File: config.mk
export PLATFORM = sky130hd
export DESIGN_NAME = datapath_ctrl
export DESIGN_NICKNAME = d
export VERILOG_FILES = /design/src/rtl/datapath_ctrl.sv
export SDC_FILE = /design/constraint.sdc
export NUM_CORES = 1
export LEC_CHECK = 0
export CELL_PAD_IN_SITES_DETAIL_PLACEMENT = 1
export CELL_PAD_IN_SITES_GLOBAL_PLACEMENT = 1
export CORE_UTILIZATION = 28
export DETAILED_ROUTE_END_ITERATION = 12
export GPL_TIMING_DRIVEN = 0
export HOLD_SLACK_MARGIN = 0.15
export PLACE_DENSITY = 0.86
export REMOVE_ABC_BUFFERS = 1
export SKIP_CTS_REPAIR_TIMING = 1
export SYNTH_ARGS = -nofsm -noshare
export SYNTH_HDL_FRONTEND = slang
export SYNTH_SLANG_ARGS = --single-unit
File: constraint.sdc
create_clock -name clk -period 2.1 [get_ports clk]
set_clock_uncertainty 0.15 [all_clocks]
set_input_delay 0.315 -clock clk [delete_from_list [all_inputs] [get_ports clk]]
set_output_delay 0.315 -clock clk [all_outputs]
set_load 0.02 [all_outputs]
File: src/rtl/datapath_ctrl.sv
// RV32 R-type decode controller that sequences a register-file/ALU datapath.
// Define DATAPATH_CTRL_DIV_EN to decode DIV and build the multi-cycle WAIT state.
module datapath_ctrl #(
    parameter int unsigned DIV_CYCLES = 4
) (
    input  logic        clk,
    input  logic        reset,
    input  logic [31:0] instr,
    input  logic        in_valid,
    output logic        in_ready,
    input  logic        zero_flag,
    output logic [4:0]  rs1,
    output logic [4:0]  rs2,
    output logic [4:0]  rw,
    output logic [6:0]  operation,
    output logic        write,
    output logic        done,
    output logic        err,
    output logic        zero_out
);

    localparam logic [6:0] ADD     = 7'd1;
    localparam logic [6:0] SUB     = 7'd2;
    localparam logic [6:0] AND     = 7'd3;
    localparam logic [6:0] OR      = 7'd4;
    localparam logic [6:0] OpcodeR = 7'b0110011;
`ifdef DATAPATH_CTRL_DIV_EN
    localparam logic [6:0] DIV      = 7'd5;
    // WAIT runs DIV_CYCLES-1 cycles: count from DIV_CYCLES-2 down to 0.
    localparam logic [3:0] WaitLoad = 4'(DIV_CYCLES - 2);
`endif

    if (DIV_CYCLES < 2 || DIV_CYCLES > 15) begin : g_bad_div_cycles
        $error("DIV_CYCLES must be in the range 2..15");
    end

    typedef enum logic [2:0] {StIdle, StExec, StWait, StWb, StErr} state_e;

    state_e     state_q;
    logic [4:0] rs1_q, rs2_q, rw_q;
    logic [6:0] op_q;
    logic       write_q, done_q, err_q, zero_q;
`ifdef DATAPATH_CTRL_DIV_EN
    logic [3:0] cnt_q;
`endif

    logic       dec_legal;
    logic [6:0] dec_op;

    always_comb begin
        dec_legal = 1'b0;
        dec_op    = ADD;
        if (instr[6:0] == OpcodeR) begin
            case ({instr[31:25], instr[14:12]})
                {7'b0000000, 3'b000}: begin dec_legal = 1'b1; dec_op = ADD; end
                {7'b0100000, 3'b000}: begin dec_legal = 1'b1; dec_op = SUB; end
                {7'b0000000, 3'b111}: begin dec_legal = 1'b1; dec_op = AND; end
                {7'b0000000, 3'b110}: begin dec_legal = 1'b1; dec_op = OR;  end
`ifdef DATAPATH_CTRL_DIV_EN
                {7'b0000001, 3'b100}: begin dec_legal = 1'b1; dec_op = DIV; end
`endif
                default: ;
            endcase
        end
    end

    always_ff @(posedge clk or negedge reset) begin
        if (!reset) begin
            state_q <= StIdle;
            rs1_q   <= '0;
            rs2_q   <= '0;
            rw_q    <= '0;
            op_q    <= '0;
            write_q <= 1'b0;
            done_q  <= 1'b0;
            err_q   <= 1'b0;
            zero_q  <= 1'b0;
`ifdef DATAPATH_CTRL_DIV_EN
            cnt_q   <= '0;
`endif
        end else begin
            write_q <= 1'b0;
            done_q  <= 1'b0;
            err_q   <= 1'b0;
            case (state_q)
                StIdle: begin
                    if (in_valid) begin
                        rs1_q <= instr[19:15];
                        rs2_q <= instr[24:20];
                        rw_q  <= instr[11:7];
                        if (dec_legal) begin
                            op_q    <= dec_op;
                            state_q <= StExec;
                        end else begin
                            state_q <= StErr;
                            done_q  <= 1'b1;
                            err_q   <= 1'b1;
                        end
                    end
                end
                StExec: begin
`ifdef DATAPATH_CTRL_DIV_EN
                    if (op_q == DIV) begin
                        cnt_q   <= WaitLoad;
                        state_q <= StWait;
                    end else begin
                        state_q <= StWb;
                        done_q  <= 1'b1;
                        write_q <= (rw_q != 5'd0);
                        zero_q  <= zero_flag;
                    end
`else
                    state_q <= StWb;
                    done_q  <= 1'b1;
                    write_q <= (rw_q != 5'd0);
                    zero_q  <= zero_flag;
`endif
                end
`ifdef DATAPATH_CTRL_DIV_EN
                StWait: begin
                    if (cnt_q == 4'd0) begin
                        state_q <= StWb;
                        done_q  <= 1'b1;
                        write_q <= (rw_q != 5'd0);
                        zero_q  <= zero_flag;
                    end else begin
                        cnt_q <= cnt_q - 4'd1;
                    end
                end
`endif
                StWb:    state_q <= StIdle;
                StErr:   state_q <= StIdle;
                default: state_q <= StIdle;
            endcase
        end
    end

    assign in_ready  = (state_q == StIdle);
    assign rs1       = rs1_q;
    assign rs2       = rs2_q;
    assign rw        = rw_q;
    assign operation = op_q;
    assign write     = write_q;
    assign done      = done_q;
    assign err       = err_q;
    assign zero_out  = zero_q;

endmodule

==> results.toml <==
[finish]
layout_commonest_cell = "clkdlybuf4s50_1"
drive_above_1_share_pct = 20.14
num_antenna_cells = 0
final_cell_mix = "clkdlybuf4s50_1, dfrtp_1, mux2_2"
areaGrowthSynthToFinish_pct = 59.89
utilization_pct = 47.10
fin_nets = 176

[worst_setup_path]
worstPathArrival_ns = 1.56
cp-start-kind = "register"
r2r_slack_ns = 0.18
required_ns = 1.63
path_delay_family = "buffers and inverters"
crit_slowest_cell = "clkdlybuf4s50_1"
cp-end-kind = "primary output"
r2r_cells = 3
crit_type = "register to primary output"
max_stage_delay_ns = 0.63
crit_path_max_fanout = 4
cp_cell_sequence = "nor3_1 > clkdlybuf4s50_1"
r2r_start = "state_q[1]$_DFFE_PN0P_"
reg2reg_to = "rs2[4]$_DFFE_PN0P_"
path_buf_inv = 1

[power]
leakage_nw = 0.7120
ir_drop_uv = 352.4
pwr_density_cell_nw_per_um2 = 680.6

[yosys]
ys_top_cells_by_area = "dfrtp_1, mux2_2, buf_4"
yosys.area.top_type = "dfrtp_1"
syn_inst = 79
syn_area_sq_um = 1095
ys_ff_latch = 25
avgSynthCellArea_sq_um = 13.86
synth_top_area_share_pct = 57.14
yosysSeqAreaShare_pct = 57.14
ys.warnings.count = 0
ys_types = 24

[drt]
num_vias = 849
ant_nets = 0
first_iter_violations = 11
routed_wl_um = 2565
dr.pass1.iters = 4
routed_via_density = 4.540
wl_per_cell_um = 13.72
drc_errors = 0

[grt]
grt_max_degree = 26
grt_use_total_pct = 12.67
grt_pass1_vias = 934
antenna_found_initial = 0
overflow = 0
grt_pass1_wl_um = 4064

[worst_hold_path]
holdPathStages = 1
holdCritStartpoint = "operation[0]$_DFFE_PN0P_"
min_to = "operation[0]$_DFFE_PN0P_"
holdCritPathClass = "register to register"

[floorplan]
start_util_pct = 29.46
fp.dieW_um = 64.53
num_io_pins = 63
die_area_sq_um = 4164
core_sq_um = 3716
rows = 22
die_h_um = 64.53

[cts]
clk_pin_slew_worst_paths_ns = 0.09
cts_buffer_depth = 2
clkSinkCount = 25
worstSkewPairLatency_ns = 0.26
cts_buffers = 3
tritoncts = "done"
htreeDepth = 1
cts_root_buffer = "clkbuf_8"

[sta]
max_slew_margin_pct = 25.55
rsz0062_at_grt = "false"
min_period_ns = 2.029
tns_ns = 0
drv_slew = 0
fmax_ghz = 0.4928
hold_violations = 0
setup_viol = 0
finalCritPeriodShare_pct = 96.62
worst_pin_slew_ns = 1.113

[placed_design]
dp_hpwl_um = 1996
io_buffers = 58
gp_congestion = 0.7203

[outcome]
status = "complete, no violations"

[job]
cap_violations = 0
routing by layer:
layer	GRT usage (%)	vias to the layer above	wire length (um)
met5	0	-	0
met4	3.333	0	0
li1	-	393	-
met2	24.34	40	1324
met3	2.993	0	195
met1	13.68	416	1046
cell usage after synthesis (all sizes together):
| master | number |
|---|---|
| nor4b | 1 |
| nand2b | 1 |
| or3b | 1 |
| nor3b | 1 |
| mux2 | 19 |
| inv | 1 |
| and3b | 1 |
| or3 | 1 |
| o21a | 2 |
| o31ai | 1 |
| conb | 1 |
| o211ai | 1 |
| and4bb | 1 |
| nor3 | 3 |
| a21oi | 3 |
| buf | 5 |
| nor2 | 6 |
| nor4 | 2 |
| nand4b | 1 |
| nand2 | 2 |
| dfrtp | 25 |
metrics by stage:
step | total power [mW] | worst slack [ns] | instance area [sq um] | instances | hold WS (ns)
5_1_grt | 1.252 | 0.007488 | 1750 | 187 | 0.3734
3_3_place_gp | 0.9168 | -0.1561 | 1705 | 183 | 0.3385
3_5_place_dp | 0.9298 | -0.1698 | 1705 | 183 | 0.3470
6_report | 1.191 | 0.07091 | 1750 | 187 | 0.3608
2_1_floorplan | 0.7223 | 0.3582 | 1065 | 77 | -0.1306
4_1_cts | 1.215 | 0.06426 | 1750 | 187 | 0.3668
power breakdown:
group / leakage (nW) / switching, mW / total (mW) / internal, mW
registers: 0.308 / 0.0307 / 0.566 / 0.535
clock network: 0.0228 / 0.141 / 0.277 / 0.135
logic: 0.381 / 0.149 / 0.349 / 0.200
worst register-to-register path, stage by stage, from the launching register on:
cell     delay (ns)
dfrtp_1        0.41
or3b_4         0.45
nor2_4         0.40
mux2_2         0.40
logic make-up after synthesis:
logic type,Yosys count,share of synthesized area [%]
AO/OA/AOI/OAI,7,4.571
AND/OR/NAND/NOR,21,14.29
other,1,0.3425
multiplexers,19,19.54
flip-flops,25,57.14
buffers and inverters,6,4.114
flip-flops by register name (all words and copies together) (netlist names):
name	count
done	1
err	1
operation	3
rs1	5
rs2	5
rw	5
state_q	3
write	1
zero_out	1
how the worst max path moves through the flow:
| stage | from | end | cells past startpoint |
|---|---|---|---|
| after detailed placement | in_valid | rs1[0]$_DFFE_PN0P_ | 4 |
| after global routing | state_q[0]$_DFFE_PN0P_ | in_ready | 2 |
| final | state_q[0]$_DFFE_PN0P_ | in_ready | 2 |
| after floorplan | state_q[1]$_DFFE_PN0P_ | rs1[0]$_DFFE_PN0P_ | 3 |
| after global placement | in_valid | rs2[2]$_DFFE_PN0P_ | 4 |
| after CTS | state_q[0]$_DFFE_PN0P_ | in_ready | 2 |
layout make-up:
type	instances	area, sq um
multi-input combinational	51	435.4
timing repair buffer	58	580.6
sequential	25	625.6
inverter	1	3.754
fill	398	1966
clock buffer	4	45.04
tap	48	60.06
Power figures use the tool's default switching activity.
